## src/rtl/fetch_redirect_unit_if.sv

```systemverilog
// Bundle of the fetch-stage control inputs and PC/flush outputs of fetch_redirect_unit.
// master drives the hazard/EX inputs; slave is the fetch redirect unit itself.
interface fetch_redirect_unit_if;
  logic        stall_in;
  logic        branch_resolved_in;
  logic        branch_taken_in;
  logic [31:0] branch_target_in;
  logic [31:0] ex_pc_in;
  logic        ex_pred_taken_in;
  logic [31:0] pc_out;
  logic [31:0] pc_plus_4_out;
  logic        fetch_valid_out;
  logic        pred_taken_out;
  logic        if_id_flush_out;
  logic        id_ex_flush_out;
  logic [15:0] redirect_count_out;

  modport master (
    output stall_in, branch_resolved_in, branch_taken_in, branch_target_in,
           ex_pc_in, ex_pred_taken_in,
    input  pc_out, pc_plus_4_out, fetch_valid_out, pred_taken_out,
           if_id_flush_out, id_ex_flush_out, redirect_count_out
  );

  modport slave (
    input  stall_in, branch_resolved_in, branch_taken_in, branch_target_in,
           ex_pc_in, ex_pred_taken_in,
    output pc_out, pc_plus_4_out, fetch_valid_out, pred_taken_out,
           if_id_flush_out, id_ex_flush_out, redirect_count_out
  );
endinterface

```

## src/rtl/fetch_redirect_unit.sv

```systemverilog
// Fetch PC sequencer with EX-stage mispredict redirect, IF/ID + ID/EX flush and redirect counter.
// Optional 4-entry direct-mapped BTB enabled by defining FETCH_REDIRECT_BTB_EN.
module fetch_redirect_unit #(
  parameter logic [31:0] RESET_PC = 32'h0000_0000
) (
  input logic                  clk,
  input logic                  rst,
  fetch_redirect_unit_if.slave bus
);

  typedef enum logic [1:0] {IDLE, FETCH, HOLD} state_e;

  state_e      state_q, state_d;
  logic [31:0] pc_q, pc_d;
  logic [15:0] cnt_q, cnt_d;
  logic        mispredict;
  logic        pred_taken;
  logic [31:0] pred_target;
  logic [31:0] pc_plus_4;
  logic [31:0] corrected_pc;

  // The low target bits are architecturally ignored; the wire name keeps lint quiet.
  logic unused_target_lsbs;
  assign unused_target_lsbs = ^bus.branch_target_in[1:0];

  assign pc_plus_4    = pc_q + 32'd4;
  assign corrected_pc = bus.branch_taken_in ? {bus.branch_target_in[31:2], 2'b00}
                                            : bus.ex_pc_in + 32'd4;

`ifdef FETCH_REDIRECT_BTB_EN
  logic [3:0]  btb_valid_q;
  logic [27:0] btb_tag_q [4];
  logic [29:0] btb_tgt_q [4];
  logic [1:0]  lookup_idx;
  logic [1:0]  update_idx;
  logic        update_tag_hit;

  assign lookup_idx     = pc_q[3:2];
  assign update_idx     = bus.ex_pc_in[3:2];
  // Lookup reads the registered arrays, so a same-cycle update is seen only next cycle.
  assign pred_taken     = btb_valid_q[lookup_idx] && (btb_tag_q[lookup_idx] == pc_q[31:4]);
  assign pred_target    = {btb_tgt_q[lookup_idx], 2'b00};
  assign update_tag_hit = btb_valid_q[update_idx] && (btb_tag_q[update_idx] == bus.ex_pc_in[31:4]);
  assign mispredict     = bus.branch_resolved_in & (bus.branch_taken_in != bus.ex_pred_taken_in);

  always_ff @(posedge clk) begin
    if (rst) begin
      btb_valid_q <= '0;
    end else if (bus.branch_resolved_in) begin
      if (bus.branch_taken_in)  btb_valid_q[update_idx] <= 1'b1;
      else if (update_tag_hit)  btb_valid_q[update_idx] <= 1'b0;
    end
  end

  // NOTE: tag/target storage has no reset; the valid bits alone make stale entries harmless.
  always_ff @(posedge clk) begin
    if (!rst && bus.branch_resolved_in && bus.branch_taken_in) begin
      btb_tag_q[update_idx] <= bus.ex_pc_in[31:4];
      btb_tgt_q[update_idx] <= bus.branch_target_in[31:2];
    end
  end
`else
  logic unused_ex_pred;
  assign unused_ex_pred = bus.ex_pred_taken_in;
  assign pred_taken     = 1'b0;
  assign pred_target    = pc_plus_4;
  assign mispredict     = bus.branch_resolved_in & bus.branch_taken_in;
`endif

  // NOTE: state registers use non-blocking assignments so every flop samples pre-edge values.
  always_ff @(posedge clk) begin
    if (rst) begin
      state_q <= IDLE;
      pc_q    <= RESET_PC;
      cnt_q   <= '0;
    end else begin
      state_q <= state_d;
      pc_q    <= pc_d;
      cnt_q   <= cnt_d;
    end
  end

  // NOTE: every always_comb output gets a default first so no latch can be inferred.
  always_comb begin
    state_d = state_q;
    pc_d    = pc_q;
    cnt_d   = cnt_q;

    unique case (state_q)
      IDLE:    state_d = FETCH;
      FETCH:   if (bus.stall_in && !mispredict) state_d = HOLD;
      HOLD:    if (!bus.stall_in || mispredict) state_d = FETCH;
      default: state_d = IDLE;
    endcase

    if (mispredict)                              pc_d = corrected_pc;
    else if (state_q == IDLE || bus.stall_in)    pc_d = pc_q;
    else if (pred_taken)                         pc_d = pred_target;
    else                                         pc_d = pc_plus_4;

    if (mispredict && cnt_q != 16'hFFFF) cnt_d = cnt_q + 16'd1;
  end

  assign bus.pc_out             = pc_q;
  assign bus.pc_plus_4_out      = pc_plus_4;
  assign bus.fetch_valid_out    = (state_q != IDLE);
  assign bus.pred_taken_out     = pred_taken;
  assign bus.if_id_flush_out    = mispredict;
  assign bus.id_ex_flush_out    = mispredict;
  assign bus.redirect_count_out = cnt_q;

endmodule
```

## src/flat_wrapper.sv

```systemverilog
// flat-port wrapper written by rule: the top's interface ports become plain ports
module fetch_redirect_unit_flat 
#(
  parameter logic [31:0] RESET_PC = 32'h0000_0000
)
  (clk, rst, bus_stall_in, bus_branch_resolved_in, bus_branch_taken_in, bus_branch_target_in, bus_ex_pc_in, bus_ex_pred_taken_in, bus_pc_out, bus_pc_plus_4_out, bus_fetch_valid_out, bus_pred_taken_out, bus_if_id_flush_out, bus_id_ex_flush_out, bus_redirect_count_out);
  fetch_redirect_unit_if bus_i ();
  input logic clk;
  input logic rst;
  input wire logic [$bits(bus_i.stall_in)-1:0] bus_stall_in;
  input wire logic [$bits(bus_i.branch_resolved_in)-1:0] bus_branch_resolved_in;
  input wire logic [$bits(bus_i.branch_taken_in)-1:0] bus_branch_taken_in;
  input wire logic [$bits(bus_i.branch_target_in)-1:0] bus_branch_target_in;
  input wire logic [$bits(bus_i.ex_pc_in)-1:0] bus_ex_pc_in;
  input wire logic [$bits(bus_i.ex_pred_taken_in)-1:0] bus_ex_pred_taken_in;
  output wire logic [$bits(bus_i.pc_out)-1:0] bus_pc_out;
  output wire logic [$bits(bus_i.pc_plus_4_out)-1:0] bus_pc_plus_4_out;
  output wire logic [$bits(bus_i.fetch_valid_out)-1:0] bus_fetch_valid_out;
  output wire logic [$bits(bus_i.pred_taken_out)-1:0] bus_pred_taken_out;
  output wire logic [$bits(bus_i.if_id_flush_out)-1:0] bus_if_id_flush_out;
  output wire logic [$bits(bus_i.id_ex_flush_out)-1:0] bus_id_ex_flush_out;
  output wire logic [$bits(bus_i.redirect_count_out)-1:0] bus_redirect_count_out;
  assign bus_i.stall_in = bus_stall_in;
  assign bus_i.branch_resolved_in = bus_branch_resolved_in;
  assign bus_i.branch_taken_in = bus_branch_taken_in;
  assign bus_i.branch_target_in = bus_branch_target_in;
  assign bus_i.ex_pc_in = bus_ex_pc_in;
  assign bus_i.ex_pred_taken_in = bus_ex_pred_taken_in;
  assign bus_pc_out = bus_i.pc_out;
  assign bus_pc_plus_4_out = bus_i.pc_plus_4_out;
  assign bus_fetch_valid_out = bus_i.fetch_valid_out;
  assign bus_pred_taken_out = bus_i.pred_taken_out;
  assign bus_if_id_flush_out = bus_i.if_id_flush_out;
  assign bus_id_ex_flush_out = bus_i.id_ex_flush_out;
  assign bus_redirect_count_out = bus_i.redirect_count_out;
  fetch_redirect_unit #(.RESET_PC(RESET_PC)) u_core (.clk(clk), .rst(rst), .bus(bus_i));
endmodule
```

## config.mk

```make
export PLATFORM = sky130hd
export DESIGN_NAME = fetch_redirect_unit_flat
export DESIGN_NICKNAME = d
export VERILOG_FILES = /design/src/rtl/fetch_redirect_unit_if.sv /design/src/rtl/fetch_redirect_unit.sv /design/src/flat_wrapper.sv
export SDC_FILE = /design/constraint.sdc
export NUM_CORES = 1
export LEC_CHECK = 0
export BUFFER_PORTS_ARGS = -buffer_cell sky130_fd_sc_hd__buf_2
export CAP_MARGIN = 10
export CORE_AREA = 2 2 85 87
export CTS_CLUSTER_SIZE = 14
export DETAILED_ROUTE_END_ITERATION = 7
export DIE_AREA = 0 0 87 89
export PLACE_DENSITY = 0.84
export SLEW_MARGIN = 5
export SYNTH_ARGS = -nofsm -noshare
export SYNTH_HDL_FRONTEND = slang
export SYNTH_SLANG_ARGS = --single-unit
export TNS_END_PERCENT = 1
```

## constraint.sdc

```tcl
create_clock -name clk -period 4.1 [get_ports clk]
set_input_delay 0.82 -clock clk [delete_from_list [all_inputs] [get_ports clk]]
set_output_delay 0.82 -clock clk [all_outputs]
set_load 0.01 [all_outputs]
```

# Word level (Yosys, flattened, before mapping)
# Index checks and enable logic that the tools add are counted.
op_classes:
  addsub: 3
  n_eq_ne: 6
  muxes: 6
  bitwise: 1
  n_reduce_logical: 9
op_table:
  columns: ["operator", "n"]
  rows:
  - ["two-way mux 32 bit", 3]
  - ["adder 32 x 3 -> 32 bit, second input constant", 2]
  - ["adder 16 x 1 -> 16 bit, second input constant", 1]
  - ["inequality test 16 bit, second input constant", 1]
  - ["inequality test 2 x 1 -> 1 bit, second input constant", 3]
  - ["one-hot mux 2 bit (3 select lines)", 1]
  - ["two-way mux 2 bit", 2]
  - ["== test 2 x 1 -> 1 bit, second input constant", 1]
  - ["== test 2 bit, second input constant", 1]
  - ["logical AND 1 bit", 2]
  - ["logical NOT 1 bit", 2]
  - ["logical NOT 2 bit", 1]
  - ["logical OR 1 bit", 2]
  - ["AND reduction 2 bit", 1]
  - ["nonzero test 2 bit", 1]
  - ["bitwise AND 1 bit", 1]
word_totals:
  register_bits: 50
  input_bits: 70
  output_inout_bits: 84
  word_cells: 28

# Longest topological paths before layout
depth:
  ltp_word: 5
  depth_mapped: 6
  mapped_depth_nobuf: 5

# Worst setup path after synthesis
# Ideal clock, no wire load.
synth_timing:
  path_kind: "register to output"
  startpoint: "register u_core.pc_q[8] (netlist: u_core.bus.pc_out[8])"
  endpoint: "output bus_pc_plus_4_out[27]"
  t_arrival_ns: 1.848
  required_time_ns: 3.280
  setup_slack_ns: 1.432
  path_stages_with_launch: 7
  n_path_buf: 2
  path_cell_list: "dfxtp_1 > clkbuf_1 > nand4_1 > or4_1 > buf_2 > nor4_1 > xor2_1"
synth_between:
  elab_chain_cells: 1
synth_lines:
  columns: ["element", "line_no", "source"]
  rows:
  - ["start: declaration", "fetch_redirect_unit.sv:14", "logic [31:0] pc_q, pc_d;"]
  - ["start signal: assignment", "fetch_redirect_unit.sv:78", "pc_q <= pc_d;"]
  - ["adder 32 x 3 -> 32 bit", "fetch_redirect_unit.sv:26", "assign pc_plus_4 = pc_q + 32'd4;"]
  - ["end: declaration", "flat_wrapper.sv:17", "output wire logic [$bits(bus_i.pc_plus_4_out)-1:0] bus_pc_plus_4_out;"]
# Every way passes these cells.

# Worst setup path in the final report
layout_timing:
  startpoint: "register u_core.pc_q[13] (netlist: u_core.bus.pc_out[13])"
  endpoint: "output bus_pc_plus_4_out[31]"
# Same word-level chain as after synthesis.

==> metrics.yaml <==
run_status: "completed"
cp_max_fo: 10
clkTransAtPathRegs_ns: 0.10
finalPower_mw: 1.10
slew_viol_final: 0
cp.required_ns: 3.28
timing.slew.headroom: 0.267
period_share: 0.784
synth_edf_count: 0
worst_hold_path_type: "reg -> reg"
worst_clock_skew_ns: 0.00619
r2r_cells: 5
worstMarginPinSlew_ns: 1.10
cts-root-buf: "clkbuf_8"
first_pass_iters: 5
initial_utilization: 0.500
cts_tree: "done"
ant_nets: 0
fin_util: 0.597
num_vias: 3796
diodes: 0
power.density_nw_per_um2: 274
cts_resized: 0
nets: 601
clk_latency_ns: 0.30
fill_cells: 609
ys_seq_area_frac: 0.298
cts_hold_buf: 0
hp-start: "u_core.bus.pc_out[0]"
overflow: 0
grt_pass1_wl_um: 15200
grt_max_degree: 64
setup_tns_ns: 0
path_class: "reg -> out"
drc: 0
cts.repair_timing.setup_buffer_count: 0
ys_async_sr_fraction: 0
r2r-start: "u_core.bus.pc_out[2]"
worstHoldPathCells: 1
layout_common_cells: "buf_2 (117), dfxtp_1 (50), nor2_1 (49)"
grt_use_total: 0.241
dpl.hpwl_um: 6660
r2r_slack_ns: 1.75
start_kind: "flip-flop"
htreeDepth: 2
via_per_inst: 6.22
cts_num_sinks: 50
grt_pass1_vias: 3384
dieWidth_um: 87
synthesis.nets: 513
synthCells: 441
drtIter0Drc: 207
cts.path.max_buffers: 2
p_leak_nw: 1.61
io_pins: 154
wire_per_inst_um: 15.3
fmax_mhz: 311
layout_commonest_cell: "buf_2"
cp-end-kind: "output port"
postRouteWirelength_um: 9360
min_to: "u_core.bus.pc_out[0]"
rsz0062_at_grt: "false"
r2r-end: "u_core.bus.pc_out[16]"
cap_violations: 0
synth_top_flop_cell: "dfxtp_1"
ir_worst_vdd_mv: 0.149
synth_cell_types: 44
ys_seq_elements: 50
cts_buffers: 5
std_cell_rows: 30
die_h_um: 89
antenna_found_initial: 0
ff_latch_area_um2: 1000
port_buffers: 117
dieArea_um2: 7740
place_congestion: 0.855
finalHoldViolCount: 0
fp.coreArea_um2: 6720
netlist_area_um2: 3360
multi_input_area_um2: 2160
fin_crit_ns: 3.21
drive_gt1_frac: 0.266
syn_to_final_growth_pct: 19.5
yosysWarnings: 0
setup_viol: 0
syn_avg_cell_area_um2: 7.62
arrival_ns: 2.39
sequential cells by signal, summed over array words and instances, names as in the netlist:
name	count
u_core.bus.pc_out	32
u_core.bus.redirect_count_out	16
u_core.state_q	2
Yosys cell counts, types with 2 or more instances:
| cell type | n | area (um2) |
|---|---|---|
| nor2_1 | 49 | 184 |
| nand2_1 | 34 | 128 |
| o31ai_1 | 17 | 128 |
| nor4b_1 | 3 | 26.3 |
| a21oi_1 | 17 | 85.1 |
| or3_1 | 11 | 68.8 |
| mux2_2 | 3 | 33.8 |
| xnor2_1 | 18 | 158 |
| a311oi_1 | 14 | 123 |
| nor2b_1 | 4 | 25.0 |
| and4_1 | 5 | 43.8 |
| and3_1 | 8 | 50.1 |
| xor2_1 | 18 | 158 |
| nor3b_1 | 5 | 37.5 |
| ha_1 | 2 | 25.0 |
| dfxtp_1 | 50 | 1000 |
| a31oi_1 | 2 | 12.5 |
| nor4_1 | 25 | 156 |
| nand3_1 | 18 | 90.1 |
| o21ai_0 | 9 | 45.0 |
| a211oi_1 | 8 | 60.1 |
| inv_1 | 7 | 26.3 |
| clkbuf_1 | 28 | 105 |
| nand4_1 | 20 | 125 |
| or2_2 | 5 | 31.3 |
| buf_4 | 4 | 30.0 |
| buf_2 | 6 | 30.0 |
| and2_1 | 5 | 31.3 |
| o31a_1 | 4 | 35.0 |
| o41ai_1 | 2 | 17.5 |
| nor3_1 | 9 | 45.0 |
| or4_1 | 19 | 143 |
per-layer routing:
| layer | part of all wire | track usage | vias up |
|---|---|---|---|
| li1 | - | - | 1820 |
| met1 | 0.44 | 0.317 | 1761 |
| met2 | 0.47 | 0.393 | 191 |
| met3 | 0.073 | 0.0351 | 24 |
| met4 | 0.024 | 0.107 | 0 |
| met5 | 0 | 0 | - |
layout make-up:
| class | instances | share of cell area |
|---|---|---|
| Multi-Input combinational cell | 344 | 0.538 |
| Sequential cell | 50 | 0.249 |
| Timing Repair Buffer | 120 | 0.151 |
| Tap cell | 80 | 0.0249 |
| Clock buffer | 5 | 0.0171 |
| Clock inverter | 3 | 0.0112 |
| Inverter | 8 | 0.00748 |
critical path, cell delays in order (launching register included):
cell and delay, ns:
dfxtp_1 0.53, nand4_4 0.20, or4_1 0.74, nor4_1 0.29, xor2_1 0.18, buf_2 0.15
power breakdown:
part           total [mW]  switching, mW  leakage (nW)  internal, mW
clock               0.359          0.177        0.0504         0.182
combinational       0.188          0.104          1.15        0.0842
sequential          0.554         0.0458         0.409         0.509
total                1.10          0.327          1.61         0.775
per-stage QoR:
stage / cell area, um2 / setup slack (ns) / instances / hold WS [ns]
6_report: 4010 / 0.886 / 610 / 0.493
3_3_place_gp: 3900 / 1.29 / 602 / 0.460
2_1_floorplan: 3360 / 1.43 / 441 / 0.508
3_5_place_dp: 3900 / 1.25 / 602 / 0.467
5_1_grt: 4010 / 0.697 / 610 / 0.516
4_1_cts: 4010 / 0.889 / 610 / 0.491
logic make-up after synthesis:
kind of cell             Yosys count  synth area share
AND/OR/NAND/NOR                  223             0.364
AO/OA/AOI/OAI                     79             0.166
flip-flops                        50             0.298
buffers and inverters             47            0.0592
XOR/XNOR                          36            0.0939
multiplexers                       3            0.0101
adder cells (fa/ha/maj)            2           0.00745
other                              1           0.00112
how the worst max path moves through the flow:
stage	start	end	slack (ns)	cells after the start
after floorplan	u_core.bus.pc_out[8]	bus_pc_plus_4_out[27]	1.43	6
after global placement	u_core.bus.pc_out[14]	bus_pc_plus_4_out[31]	1.29	5
after detailed placement	u_core.bus.pc_out[13]	bus_pc_plus_4_out[31]	1.25	5
after CTS	u_core.bus.pc_out[13]	bus_pc_plus_4_out[31]	0.89	5
after global routing	u_core.bus.pc_out[13]	bus_pc_plus_4_out[31]	0.70	5
final	u_core.bus.pc_out[13]	bus_pc_plus_4_out[31]	0.89	5
Note: power is estimated with default switching activity, not from simulation.
